<file path="src/rtl/rr_mux_pkg.sv">
// Shared constants for the registered N-channel mux and its arbiter.
package rr_mux_pkg;
  localparam logic MODE_SEL = 1'b0;
  localparam logic MODE_RR  = 1'b1;
endpackage

</file>
<file path="src/rtl/rr_arbiter.sv">
// Rotating-priority search: first requester after ptr, wrapping NCH-1 -> 0.
module rr_arbiter #(
  parameter int NCH = 4,
  parameter int SW  = $clog2(NCH)
) (
  input  logic [NCH-1:0] req,
  input  logic [SW-1:0]  ptr,
  output logic           gnt_vld,
  output logic [SW-1:0]  gnt_idx
);
  always_comb begin
    gnt_vld = 1'b0;
    gnt_idx = '0;
    // Walk farthest-first so the closest requester after ptr is the last writer.
    for (int k = NCH; k >= 1; k--) begin
      int j;
      j = int'(ptr) + k;
      if (j >= NCH) j = j - NCH;
      if (req[j]) begin
        gnt_vld = 1'b1;
        gnt_idx = SW'(j);
      end
    end
  end
endmodule

</file>
<file path="src/rtl/rr_mux_n.sv">
// N-channel registered mux with valid/ready, manual-select or round-robin grant.
module rr_mux_n
  import rr_mux_pkg::*;
#(
  parameter int NCH = 4,
  parameter int W   = 2,
  parameter int SW  = $clog2(NCH)
) (
  input  logic             clk,
  input  logic             rst_n,
  input  logic [NCH*W-1:0] in_data,
  input  logic [NCH-1:0]   in_valid,
  output logic [NCH-1:0]   in_ready,
  input  logic             mode,
  input  logic [SW-1:0]    sel,
  output logic [W-1:0]     out_data,
  output logic [SW-1:0]    out_ch,
  output logic             out_valid,
  input  logic             out_ready
);
  logic [W-1:0]  data_q, data_d;
  logic [SW-1:0] ch_q, ch_d;
  logic          vld_q, vld_d;
  logic [SW-1:0] ptr_q, ptr_d;

  logic          rr_vld;
  logic [SW-1:0] rr_idx;
  logic          sel_ok;
  logic          grant;
  logic [SW-1:0] g;
  logic          load_en;
  logic          xfer;

  rr_arbiter #(.NCH(NCH), .SW(SW)) u_arb (
    .req     (in_valid),
    .ptr     (ptr_q),
    .gnt_vld (rr_vld),
    .gnt_idx (rr_idx)
  );

  // sel may address a channel that does not exist when NCH is not a power of 2.
  assign sel_ok = (int'(sel) < NCH) ? in_valid[sel] : 1'b0;

  always_comb begin
    if (mode == MODE_RR) begin
      grant = rr_vld;
      g     = rr_idx;
    end else begin
      grant = sel_ok;
      g     = sel;
    end
  end

  assign load_en  = ~vld_q | out_ready;
  assign xfer     = grant & load_en;
  assign in_ready = xfer ? (NCH'(1) << g) : '0;

  always_comb begin
    data_d = data_q;
    ch_d   = ch_q;
    vld_d  = vld_q;
    ptr_d  = ptr_q;
    if (load_en) begin
      vld_d = grant;
      if (grant) begin
        data_d = in_data[int'(g)*W +: W];
        ch_d   = g;
      end
    end
    if (xfer && mode == MODE_RR) ptr_d = g;
  end

  // Pointer resets to the last channel so channel 0 wins the first round.
  always_ff @(posedge clk or negedge rst_n) begin
    if (!rst_n) begin
      data_q <= '0;
      ch_q   <= '0;
      vld_q  <= 1'b0;
      ptr_q  <= SW'(NCH-1);
    end else begin
      data_q <= data_d;
      ch_q   <= ch_d;
      vld_q  <= vld_d;
      ptr_q  <= ptr_d;
    end
  end

  assign out_data  = data_q;
  assign out_ch    = ch_q;
  assign out_valid = vld_q;
endmodule
</file>
<file path="config.mk">
export PLATFORM = sky130hd
export DESIGN_NAME = rr_mux_n
export DESIGN_NICKNAME = d
export VERILOG_FILES = /design/src/rtl/rr_mux_pkg.sv /design/src/rtl/rr_arbiter.sv /design/src/rtl/rr_mux_n.sv
export SDC_FILE = /design/constraint.sdc
export NUM_CORES = 1
export LEC_CHECK = 0
export BUFFER_PORTS_ARGS = -buffer_cell sky130_fd_sc_hd__buf_2
export CAP_MARGIN = 10
export CORE_AREA = 2 2 39 41
export CTS_BUF_LIST = sky130_fd_sc_hd__clkbuf_8
export CTS_CLUSTER_DIAMETER = 60
export DETAILED_ROUTE_END_ITERATION = 8
export DIE_AREA = 0 0 41 43
export HOLD_SLACK_MARGIN = 0.08
export PLACE_DENSITY = 0.72
export SYNTH_ARGS = -nofsm -noshare
export SYNTH_HDL_FRONTEND = slang
export SYNTH_HIERARCHICAL = 1
export SYNTH_SLANG_ARGS = --single-unit
</file>
<file path="constraint.sdc">
create_clock -name clk -period 2.3 [get_ports clk]
set_input_delay 0.345 -clock clk [delete_from_list [all_inputs] [get_ports clk]]
set_output_delay 0.345 -clock clk [all_outputs]
set_load 0.005 [all_outputs]
</file>
=== Yosys cells after proc, flatten, opt, wreduce, memory -nomap -nowiden ===
Index checks and enable logic that the tools add are counted.

* Reduce and logical (&&, ||, !) cells: 2
* Magnitude comparators: 9
* Muxes and demuxes: 29
* Bitwise operators: 3
* Shift operators: 2
* Add/sub/neg operators: 8

{| class="wikitable"
|+ Operators by type and width
! kind !! count
|-
| >= comparator 32 x 4 -> 1 bit, second input constant || 4
|-
| less-than comparator 32 x 4 -> 1 bit, second input constant || 4
|-
| 2-to-1 mux 32 bit || 4
|-
| subtractor 32 x 4 -> 32 bit, second input constant || 4
|-
| 2-to-1 mux 1 bit || 14
|-
| binary-select mux 1 bit (select 2 bit) || 5
|-
| 2-to-1 mux 2 bit || 5
|-
| variable part select 8 x 4 -> 2 bit || 1
|-
| adder 2 x 2 -> 3 bit, second input constant || 2
|-
| adder 2 x 3 -> 4 bit, second input constant || 1
|-
| 2-to-1 mux 4 bit || 1
|-
| << shifter 1 x 2 -> 4 bit, first input constant || 1
|-
| adder 2 x 1 -> 3 bit, second input constant || 1
|-
| less-than comparator 2 x 3 -> 1 bit, second input constant || 1
|-
| AND reduction 2 bit || 1
|-
| AND 1 bit || 1
|-
| logical AND 1 bit || 1
|-
| NOT 1 bit || 1
|-
| bitwise OR 1 bit || 1
|}

* Register bits after elaboration: 7
* Bits of input ports: 18

=== Depth between registers and ports, before layout ===
Gate-level depths: netlist of run 1.

* Depth after elaboration: 13
* Depth in mapped cells: 6

=== Cells and area by module ===
The synthesis of run 1 kept the hierarchy.

{| class="wikitable"
|+ By module, submodules not included
! module !! area each (µm²) !! cells an instance !! times used
|-
| rr_mux_n || 422.9 || 31 || 1
|-
| rr_arbiter || 91.3 || 14 || 1
|}

=== Least setup slack after synthesis of run 1 ===
OpenSTA, ideal clock, no wires.

* Path kind: reg2reg
* From: reg ptr_q[1]
* To: reg data_q[1], in the netlist out_data[1]
* Required time: 2.175 ns
* Setup time: 0.125 ns
* Path slack: 0.170 ns
* Arrival time: 2.005 ns
* Stages on the path, launching flop included: 6
* Clock period less this slack: 2.130 ns
* Cells stage by stage: dfstp_2 > mux2i_1 > o221ai_2 > mux2i_2 > mux4_2 > mux2_4

* Longest elaborated chain between the ends: 12
* Elaborated cells between the ends (all ways): 40
* Classes of those cells: add/sub (8); order compare (4); shift (1); mux (26); reduce/logical (1)

{| class="wikitable"
|+ RTL lines
! element !! RTL line !! source
|-
| start, declared || rr_mux_n.sv:24 || <nowiki>logic [SW-1:0] ptr_q, ptr_d;</nowiki>
|-
| start signal, assigned || rr_mux_n.sv:79 || <nowiki>ptr_q <= SW'(NCH-1);</nowiki>
|-
| start signal, assigned || rr_mux_n.sv:84 || <nowiki>ptr_q <= ptr_d;</nowiki>
|-
| adder 2 x 3 -> 4 bit || rr_arbiter.sv:17 || <nowiki>j = int'(ptr) + k;</nowiki>
|-
| subtractor 32 x 4 -> 32 bit / >= comparator 32 x 4 -> 1 bit (equally long branches) || rr_arbiter.sv:18 || <nowiki>if (j >= NCH) j = j - NCH;</nowiki>
|-
| 2-to-1 mux 32 bit || rr_arbiter.sv:18 ||
|-
| binary-select mux 1 bit (select 2 bit) || rr_arbiter.sv:19 || <nowiki>if (req[j]) begin</nowiki>
|-
| 2-to-1 mux 1 bit (implied by the code) (2 in a row) || rr_arbiter.sv:19 ||
|-
| 2-to-1 mux 2 bit (3 in a row) || rr_arbiter.sv:19 ||
|-
| 2-to-1 mux 2 bit (*) || rr_arbiter.sv:19 ||
|-
| named net rr_idx[0] || rr_mux_n.sv:27 || <nowiki>logic [SW-1:0] rr_idx;</nowiki>
|-
| 2-to-1 mux 2 bit (*) || rr_mux_n.sv:45 || <nowiki>if (mode == MODE_RR) begin</nowiki>
|-
| variable part select 8 x 4 -> 2 bit (*) || rr_mux_n.sv:66 || <nowiki>data_d = in_data[int'(g)*W +: W];</nowiki>
|-
| end signal, assigned || rr_mux_n.sv:81 || <nowiki>data_q <= data_d;</nowiki>
|-
| end, declared || rr_mux_n.sv:21 || <nowiki>logic [W-1:0] data_q, data_d;</nowiki>
|}

The timed path passes the listed nets; every way through them passes the cells marked *. The select of a mux whose other input is x is not followed.
A chain may end at the register's enable or synchronous reset.

=== Final worst setup path of run 1 ===
* From: reg ptr_q[1]
* To: out in_ready[3]

* Longest elaborated chain between the ends: 13
* Elaborated cells between the ends (all ways): 41
* Classes of those cells: add/sub (8); order compare (4); shift (1); mux (27); bitwise (1)

{| class="wikitable"
|+ RTL lines
! element !! RTL line !! source
|-
| adder 2 x 3 -> 4 bit || rr_arbiter.sv:17 ||
|-
| subtractor 32 x 4 -> 32 bit / >= comparator 32 x 4 -> 1 bit (equally long branches) || rr_arbiter.sv:18 ||
|-
| 2-to-1 mux 32 bit || rr_arbiter.sv:18 ||
|-
| binary-select mux 1 bit (select 2 bit) || rr_arbiter.sv:19 ||
|-
| 2-to-1 mux 1 bit (implied by the code) (2 in a row) || rr_arbiter.sv:19 ||
|-
| 2-to-1 mux 2 bit (3 in a row) || rr_arbiter.sv:19 ||
|-
| 2-to-1 mux 2 bit (*) || rr_arbiter.sv:19 ||
|-
| named net rr_idx[0] || rr_mux_n.sv:27 ||
|-
| 2-to-1 mux 2 bit (*) || rr_mux_n.sv:45 ||
|-
| << shifter 1 x 2 -> 4 bit (*) || rr_mux_n.sv:56 || <nowiki>assign in_ready = xfer ? (NCH'(1) << g) : '0;</nowiki>
|-
| 2-to-1 mux 4 bit (*) || rr_mux_n.sv:56 ||
|-
| end, declared || rr_mux_n.sv:13 || <nowiki>output logic [NCH-1:0] in_ready,</nowiki>
|}

Marks and branches as above.

==> results by group, run 1 <==
CTS
  – H-tree depth: 1
  – TritonCTS Buffers: 3
  – CTS Buffer Depth: 2
  – CTS tree: yes
  – Clock sink total: 7
  – Worst-Skew Late Latency: 0.23 ns
  – CTS Root Cell: clkbuf_8
  – Clock Pin Slew Worst Setup and Hold Paths: 0.04 ns

Floorplan
  – FP Rows: 14
  – Total core area: 1380 um^2
  – Die W: 41 um
  – Die height: approximately 43 um
  – Die Area: 1760 um^2
  – IO Pins: 27
  – Starting Density: about 37%

Synthesis
  – Number of synthesized flops with an enable pin: 0
  – FF+latch count, synth: 7
  – Syn. warnings: 6
  – Post-synth top area cell: dfrtp_1
  – Most area-consuming cells after synthesis: dfrtp_1, mux4_2, dfstp_2
  – Area of the mapped netlist: between 500 and 600 um^2
  – Synthesized Nets: 63
  – Mapped Cells: 45
  – Top-area cell type share of the netlist area: 24.3%
  – Synth Flop Type: dfrtp_1
  – Ys async rst share: 100%
  – Seq/Total Area, Yosys: 34.5%
  – Netlist cell types: 25
  – Synth Area per Inst: 11.4 um^2

Setup path
  – Critical path, cell by cell: nand2b_4 > a21oi_2 > o221ai_2 > mux2i_4 > buf_6 > nor4_1 > buf_2
  – Critical-path top delay cell: dfstp_2
  – Data arrival, critical path: 1.99 ns
  – Worst-path maximum fanout: 7
  – Critical Path Source Type: register
  – Crit path required time: 1.96 ns
  – CP max stage delay: 0.57 ns
  – CP endpoint kind: output pin
  – R2R cell count: 6
  – Worst R2R Start: ptr_q[1]
  – Worst Setup SP: ptr_q[1]
  – WS Path Type: register to output pin

Final layout
  – Area occupied by multi-input gates: 370 um^2
  – Diodes inserted: 0
  – Layout cells sized above 1: 60.8%
  – Area Overhead vs Synth: 53.8%
  – Nets: 98
  – Fin cells: between 90 and 100
  – Fill cells: 121
  – Seq. cell area: 178 um^2

Global route
  – Gr usage total: 15.9%
  – First-pass GRT wire length: 1810 um
  – Initial antenna violation count: 0
  – Vias in the first global route: 479
  – Grt total ovfl: 0
  – Pin count of the biggest net entering global routing: 11

Outcome
  – Failing checks: negative setup slack
  – Outcome: complete, but fails checks

Route
  – DRC viols: 0
  – Routed Wire Length: 1180 um
  – DRT Pass-1 Iters: 4
  – Met1 wire length: 456 um
  – Vias post-DR: slightly below 500
  – Routed Antenna Nets: 0
  – Routed length on met3: 72 um
  – Vias/cell: 5.13
  – Initial DRC Count: 4
  – Avg WL per Cell: 12.4 um
  – Top routing layer used: met4
  – WL met2: 631 um

STA
  – Final setup margin: -0.0398 ns
  – F_max: 427 MHz
  – Min Hold Slack: 0.473 ns
  – Final Hold Vio Count: 0
  – RSZ-0062 raised after global routing: yes
  – Minimum clock period: 2.34 ns
  – Pins over their slew limit: 0
  – Final setup fails: 1
  – Final TNS setup: -0.0398 ns
  – Tightest Pin Transition: roughly 0.73 ns
  – Slew HR: 51.4%
  – Setup Skew: 0.00764 ns
  – Final period util: 102%

Power and ir drop
  – Power Density: 866 nW/um^2
  – VDD IR max: between 600 and 700 uV
  – Design Power: 0.000685 W
  – Lkg Pwr: 0.370 nW

Hold path
  – Hold Crit Class: input pin to async pin

Flow run
  – Max-Cap Viols: 0

Placement
  – Placed Cells: 89
  – I/O Buffers: 26
  – Post-DP HPWL: 922 um
  – GPL Wtd Cong: 0.846
[kinds of logic after synthesis]
group / Yosys count / share of synthesized area, %
and+or+nand+nor: 16 / 17.8
muxes: 11 / 33.6
AOI/OAI and AO/OA: 9 / 12.7
DFF: 7 / 34.5
buffers and inverters: 2 / 1.46
[where the power goes]
group	switching [W]	internal [W]	leakage, nW
Combinational	0.000122	0.000176	0.264
Clock	0.0000535	0.000115	0.0269
Sequential	0.0000360	0.000182	0.0786
[state kept, by name, indices dropped and copies added (netlist names)]
signal,cells
out_ch,2
out_data,2
ptr_q,2
out_valid,1
[timing repair]
action	in CTS	in global routing
endpoints found under the setup margin	2	2
setup buffers	1	0
pin swaps	0	3
endpoints found under the hold margin	5	0
hold buffers	1	0
resized for setup	2	5
[worst max-delay path: cells and delay by family (launching register included)]
family                 cells  cell delay [ns]
AND/OR/NAND/NOR            2             0.45
flip-flops                 1             0.57
AO/OA/AOI/OAI              2             0.31
buffers and inverters      2             0.32
multiplexers               1             0.12
[cells in the mapped netlist, types with 2 or more instances]
master,number
a21oi_1,2
dfrtp_1,5
dfstp_2,2
mux2_1,2
mux2i_1,2
mux4_2,3
nand2_1,2
nand2b_1,4
nor2_1,4
nor4b_1,2
o21ai_1,2
o31ai_1,2
[layout make-up]
type / instances / area share, %
inverters: 1 / 0.475
flip-flops and latches: 7 / 22.5
well taps: 16 / 2.53
multi-input cells: 36 / 46.8
clock buffers: 3 / 5.22
repair buffers: 31 / 22.0
clock inverters: 1 / 0.475
[metal layers]
| metal | up-vias | global-route usage, % |
|---|---|---|
| li1 | 245 | - |
| met1 | 229 | 14.0 |
| met5 | - | 0 |
| met3 | 2 | 9.42 |
| met2 | 11 | 26.6 |
| met4 | 0 | 8.00 |
[per-stage QoR]
stage	util, %	setup slack, ns	area (um^2)
6_report	57.1	-0.0398	791
5_1_grt	57.1	-0.117	791
4_1_cts	55.0	0.0291	761
3_5_place_dp	49.4	0.123	683
3_3_place_gp	49.4	0.163	683
2_1_floorplan	-	0.170	514
[path summary, 6_finish.rpt]
path | end | slack, ns
worst max-delay path | in_ready[3] | -0.04
worst min-delay path | out_ch[1] | 0.47
worst max register to register | out_data[0] | 0.13
worst min register to register | out_ch[1] | 0.48
max in group asynchronous | ptr_q[1] | 1.59
min in group clk | out_ch[1] | 0.48
[cell usage in the layout, fill, tap and decap left out, types with 2 or more instances in the layout]
master	count
dfrtp_1	5
dfstp_2	2
o21ai_1	2
mux2_1	2
nand2_1	2
buf_4	3
nor2_1	4
mux2i_4	2
o31ai_1	2
inv_1	2
clkbuf_8	3
mux4_2	3
a21oi_2	2
mux2i_1	2
buf_2	26
nand2b_1	3
(Power assumes the default switching activity.)
==> run 2: changes to the inputs <==
ABC_AREA = 1   (was default)
CORE_AREA = default   (was 2 2 39 41)
CORE_ASPECT_RATIO = 0.9   (was default)
CORE_MARGIN = 2   (was default)
CORE_UTILIZATION = 50   (was default)
DIE_AREA = default   (was 0 0 41 43)
PLACE_DENSITY = 0.81   (was 0.72)
==> run 2 against run 1 <==
Critical path depth increased by 9. Via count increased by 120%. Core utilization increased by 29 points. First-iteration DRC count increased to 22 times the previous value. Register-to-register slack got worse by 0.20 ns. The run still ends with negative setup slack left. Final cell count increased by 120%. Largest cell class unchanged. Sequential share of layout area decreased by 8.7 points. Largest power group unchanged. Clock-buffer cell count unchanged. Synthesized area increased by 60%. Sequential power increased by 13%. Global-route usage increased by 11 points.
==> results by group, run 2 <==
Synthesis
  – Post-synthesis mux area share: 0%
  – Mapped Cells: 135
  – Synth Area in Simple Gates: a little under three fifths
  – Most area-consuming cells after synthesis: nand2_1, dfrtp_1, nand3_1
  – Synth Area in XOR/XNOR: 0%
  – Syn. warnings: 6
  – Synth Flop Type: dfrtp_1
  – Synth Area per Inst: between 6 and 7 um^2
  – Area of the mapped netlist: 821 um^2
  – Netlist cell types: 21
  – Post-synth top area cell: nand2_1
  – Ys async rst share: 100%
  – FF+latch count, synth: 7
  – Adder-Cell Fraction of Synth Area: 0%
  – Synth cell count leaders: nand2_1, inv_1, nand3_1, nand2_2, nor2_1
  – Synthesized Nets: approximately 150
  – Synth Area in Compound Gates: under 10%
  – Top-area cell type share of the netlist area: 20.6%
  – Number of synthesized flops with an enable pin: 0
  – Most numerous cell in the Yosys netlist: nand2_1
  – Seq/Total Area, Yosys: 21.6%
  – Main combinational cell family by area after synthesis: simple AND/OR/NAND/NOR gates

Route
  – Vias/cell: 5.28
  – Initial DRC Count: 88
  – Vias post-DR: between 1000 and 1500
  – DRT Pass-1 Iters: 4
  – DRC viols: 0
  – Avg WL per Cell: 14.6 um
  – Routed Wire Length: 3000 um
  – Routed Antenna Nets: 0

Floorplan
  – IO Pins: 27
  – Die height: 42.4 um
  – Starting Density: 54.8%
  – Die Area: roughly 2000 um^2
  – Total core area: 1500 um^2
  – Die W: 46.7 um
  – FP Rows: 13

CTS
  – TritonCTS Buffers: 3
  – CTS Buffer Depth: 2
  – Worst-Skew Late Latency: 0.24 ns
  – Clock Pin Slew Worst Setup and Hold Paths: 0.05 ns
  – CTS tree: yes
  – Clock sink total: 7
  – H-tree depth: 1
  – CTS Root Cell: clkbuf_8

STA
  – RSZ-0062 raised after global routing: yes
  – Tightest Pin Transition: 0.253 ns
  – Pins over their slew limit: 0
  – Final setup margin: -0.228 ns
  – Min Hold Slack: 0.470 ns
  – Final period util: 110%
  – Minimum clock period: 2.53 ns
  – Setup Skew: between 0.007 and 0.008 ns
  – Final Hold Vio Count: 0
  – F_max: 396 MHz
  – Final TNS setup: -0.808 ns
  – Slew HR: 83.1%
  – Final setup fails: 6

Final layout
  – Commonest non-fill, non-tap cells in the layout: nand2_1, buf_2, inv_1
  – Layout cells sized above 1: between 50% and 60%
  – Commonest non-fill, non-tap cell in the layout: nand2_1
  – Fill cells: 85
  – Nets: 202
  – Diodes inserted: 0
  – Area Overhead vs Synth: 57.5%
  – Area occupied by multi-input gates: between 600 and 700 um^2
  – Seq. cell area: 178 um^2

Setup path
  – WS Path Type: register to output pin
  – Critical-path top delay cell: dfstp_2
  – Critical path, cell by cell: buf_6 > nand2_2 > nand3_2 > nand2_1 > inv_1 > nand2_2 > nand2_1 > nand2_1 > nand2_2 > inv_2 > nand2_4 > nand2_4 > inv_4 > nand3_4 > nor2_1 > buf_2
  – Data arrival, critical path: between 2 and 2.5 ns
  – Crit path required time: 1.96 ns
  – Critical Path Source Type: register
  – CP max stage delay: 0.56 ns
  – CP endpoint kind: output pin
  – Worst-path maximum fanout: 5
  – WP buf/inv: 5
  – Crit path max-delay family: simple AND/OR/NAND/NOR gates

Power and ir drop
  – Lkg Pwr: 0.754 nW
  – Sw Ratio: roughly 49%
  – Power Density: ~1400 nW/um^2
  – Switching power: 0.000863 W
  – Combinational power share: 75.7%
  – Sequential share of power: 13.9%
  – Clk pwr share: 10.4%
  – P_int: about 0.00090 W
  – VDD IR max: 748 uV

Global route
  – Grt total ovfl: 0
  – First-pass GRT wire length: 3800 um
  – Vias in the first global route: 894
  – Gr usage total: 26.7%
  – Pin count of the biggest net entering global routing: 10
  – Initial antenna violation count: 0

Placement
  – GPL Wtd Cong: 0.880
  – Pre-CTS WS: 0.0652 ns
  – I/O Buffers: 26
  – Post-DP HPWL: 1540 um

Hold path
  – Hold Crit Class: input pin to async pin

Flow run
  – Max-Cap Viols: 0

Outcome
  – Failing checks: negative setup slack
  – Outcome: complete, but fails checks
[run 2: path summary, 6_finish.rpt]
| kind | startpoint | endpoint | slack (ns) | depth (start not counted) |
|---|---|---|---|---|
| worst min register to register | out_data[0] | out_data[0] | 0.47 | 2 |
| worst min-delay path | rst_n | out_data[1] | 0.47 | 2 |
| min in group clk | out_data[0] | out_data[0] | 0.47 | 2 |
| worst max register to register | ptr_q[0] | out_data[1] | -0.07 | 21 |
| worst max-delay path | ptr_q[0] | in_ready[3] | -0.23 | 16 |
| max in group asynchronous | rst_n | ptr_q[0] | 1.60 | 2 |
[run 2: power groups by stage]
stage                     Clock (W)  Sequential (W)  Combinational, W
after floorplan                   0        0.000234          0.000580
after global placement            0        0.000259          0.000706
after detailed placement          0        0.000264          0.000720
after CTS                  0.000181        0.000240           0.00102
after global routing       0.000188        0.000253           0.00141
final                      0.000184        0.000246           0.00133
[run 2: logic make-up (layout without fill, tap and decap cells)]
group / count (synthesis) / in the layout
and+or+nand+nor: 92 / 92
buffers and inverters: 30 / 78
DFF: 7 / 7
AOI/OAI and AO/OA: 6 / 6
[run 2: area by class of cell]
cell class | count | share of cell area [%]
timing repair buffer | 46 | 23.7
clock inverter | 1 | 0.290
clock buffer | 3 | 3.19
multi-input combinational | 98 | 47.8
inverter | 28 | 9.10
sequential | 7 | 13.7
tap | 22 | 2.13
[run 2: per-stage QoR]
step           utilization [%]  power [W]  instance area (um^2)  std cells
3_5_place_dp              64.4   0.000984                   963        182
3_3_place_gp              64.4   0.000965                   963        182
6_report                  86.4    0.00176                  1290        205
5_1_grt                   86.4    0.00185                  1290        205
4_1_cts                   78.3    0.00144                  1170        200
2_1_floorplan                -   0.000814                   821        135
[run 2: metal layers]
layer | track usage, % | part of all wire, %
met5 | 0 | 0
met4 | 14.4 | 4.6
met3 | 3.45 | 7.7
met2 | 45.8 | 51
met1 | 30.7 | 36
[run 2: timing repair]
| item | 4_1_cts | 5_1_grt |
|---|---|---|
| hold endpoints to repair | 5 | 0 |
| pin swaps | 14 | 14 |
| hold buffers | 1 | 0 |
| setup endpoints to repair | 4 | 6 |
| gates resized for setup | 20 | 18 |
| buffers inserted | 13 | 5 |
==> run 3: changes to the inputs <==
CORE_ASPECT_RATIO = default   (was 0.9)
CTS_BUF_LIST = sky130_fd_sc_hd__clkbuf_2 sky130_fd_sc_hd__clkbuf_4 sky130_fd_sc_hd__clkbuf_8   (was sky130_fd_sc_hd__clkbuf_8)
==> run 3 against run 2 <==
The flow still finishes with violations (negative setup slack). Die area about the same. Global-route usage down 0.66 points. Register-to-register slack worse by 0.03 ns. Combinational power down 9%. Non-clock buffer count down 2. Power down 11%. Worst setup slack better by 0.11 ns. Fmax up 4.4%. Clock-buffer cell count up 1. Sequential power about the same. Via count down 8.3%. Critical path type unchanged. Largest power group unchanged.
==> results by group, run 3 (synthesis gave the netlist of run 2 again) <==
Outcome
  – Outcome: complete, but fails checks
  – Failing checks: negative setup slack

Placement
  – Post-DP HPWL: 1520 um
  – Placed standard-cell area: 956 um^2
  – GPL Wtd Cong: 0.891
  – I/O Buffers: 26

Final layout
  – Fill cells: 108
  – Diodes inserted: 0
  – Layout cells sized above 1: 49.7%
  – Commonest non-fill, non-tap cells in the layout: nand2_1, buf_2, inv_1
  – Final instance area: 1210 um^2
  – Commonest non-fill, non-tap cell in the layout: nand2_1
  – Area Overhead vs Synth: 48.0%
  – Area occupied by multi-input gates: 588 um^2
  – Nets: 200
  – Seq. cell area: ~180 um^2

Global route
  – Grt total ovfl: 0
  – Initial antenna violation count: 0
  – First-pass GRT wire length: 3880 um
  – Gr usage total: 26.1%
  – Pin count of the biggest net entering global routing: 10
  – Vias in the first global route: roughly 990

CTS
  – Worst-Skew Late Latency: 0.25 ns
  – CTS Buffer Depth: 2
  – CTS Root Cell: clkbuf_4
  – H-tree depth: 1
  – Clock sink total: 7
  – CTS tree: yes
  – Clock Pin Slew Worst Setup and Hold Paths: 0.05 ns
  – TritonCTS Buffers: 3

Floorplan
  – IO Pins: 27
  – Die height: 44.5 um
  – Die Area: 1980 um^2
  – Starting Density: 53.9%
  – FP Rows: 14
  – Total core area: 1520 um^2
  – Die W: 44.5 um

Setup path
  – Worst-path maximum fanout: 7
  – Worst Setup SP: ptr_q[0]
  – WS Path Type: register to output pin
  – CP endpoint kind: output pin
  – Crit path required time: between 1.5 and 2 ns
  – Data arrival, critical path: 2.08 ns
  – Critical Path Source Type: register
  – Worst R2R Start: ptr_q[0]

STA
  – Final period util: 105%
  – Setup Skew: 0.00655 ns
  – Final Hold Vio Count: 0
  – RSZ-0062 raised after global routing: yes
  – Slew HR: 79.0%
  – F_max: 413 MHz
  – Minimum clock period: 2.42 ns
  – Tightest Pin Transition: between 0.3 and 0.4 ns
  – Final setup fails: 7
  – Final setup margin: -0.122 ns
  – Pins over their slew limit: 0
  – Final TNS setup: -0.673 ns

Route
  – Vias post-DR: 993
  – DRC viols: 0
  – Vias/cell: 5.04
  – Initial DRC Count: 15
  – Routed Antenna Nets: 0
  – Routed Wire Length: around 2300 um
  – Avg WL per Cell: 11.7 um
  – DRT Pass-1 Iters: 4

Hold path
  – Hold Crit Class: input pin to async pin

Power and ir drop
  – Lkg Pwr: 0.740 nW
  – VDD IR max: 759 uV
  – Power Density: 1300 nW/um^2

Flow run
  – Max-Cap Viols: 0
[run 3: changes by cell type in the layout (fill, tap and decap cells not counted)]
cell	delta
nor2_4	-2
nand2_2	-6
nor2_1	+2
inv_4	-1
nand2_1	+6
clkbuf_4	+4
clkbuf_8	-3
buf_6	-2
[run 3: timing repair]
action / 4_1_cts / 5_1_grt
gates resized for setup: 10 / 13
hold endpoints to repair: 5 / 0
setup buffers: 16 / 0
hold buffers: 1 / 0
pin swaps: 6 / 9
endpoints found under the setup margin: 4 / 7
[run 3: worst paths after layout]
check	to	slack (ns)	cells after the start
worst max-delay path	in_ready[0]	-0.12	16
worst min-delay path	out_ch[1]	0.46	2
worst max register to register	out_data[1]	-0.10	21
worst min register to register	out_data[1]	0.47	2
max in group asynchronous	ptr_q[1]	1.61	2
min in group clk	out_data[1]	0.47	2
[run 3: power by group]
group / internal [W] / switching [W]
Combinational: 0.000575 / 0.000634
Clock: 0.0000779 / 0.0000442
Sequential: 0.000193 / 0.0000522
[run 3: cell type report]
type,instances,share of cell area [%]
repair buffers,44,23.4
multi-input cells,98,48.4
flip-flops and latches,7,14.6
inverters,28,9.47
well taps,16,1.65
clock buffers,4,2.47
[run 3: routing by layer]
metal  share of wire, %  track usage [%]
met1                 39             29.8
met2                 50             44.6
met3                5.5             6.53
met4                4.8             12.7
met5                  0                0
[run 3: per-stage QoR]
stage	utilization (%)	setup slack [ns]	hold WS [ns]	power [W]	instances
floorplan	-	0.303	0.0494	0.000814	135
global placement	62.7	0.106	0.180	0.000965	176
detailed placement	62.7	0.0872	0.182	0.000981	176
CTS	75.9	-0.0486	0.450	0.00144	197
global route	79.7	-0.270	0.459	0.00172	197
finish	79.7	-0.122	0.458	0.00158	197
[run 3: worst max-delay path, stage by stage (launching register included)]
cell,delay (ns)
dfstp_2,0.56
buf_12,0.14
inv_8,0.05
nand2_1,0.06
nand3_1,0.09
nand2_1,0.07
inv_1,0.03
nand2_1,0.06
nand2_1,0.05
nand2_1,0.06
nand2_1,0.08
inv_1,0.08
nand2_2,0.06
nand2_2,0.09
inv_2,0.06
nor3_2,0.16
buf_2,0.13
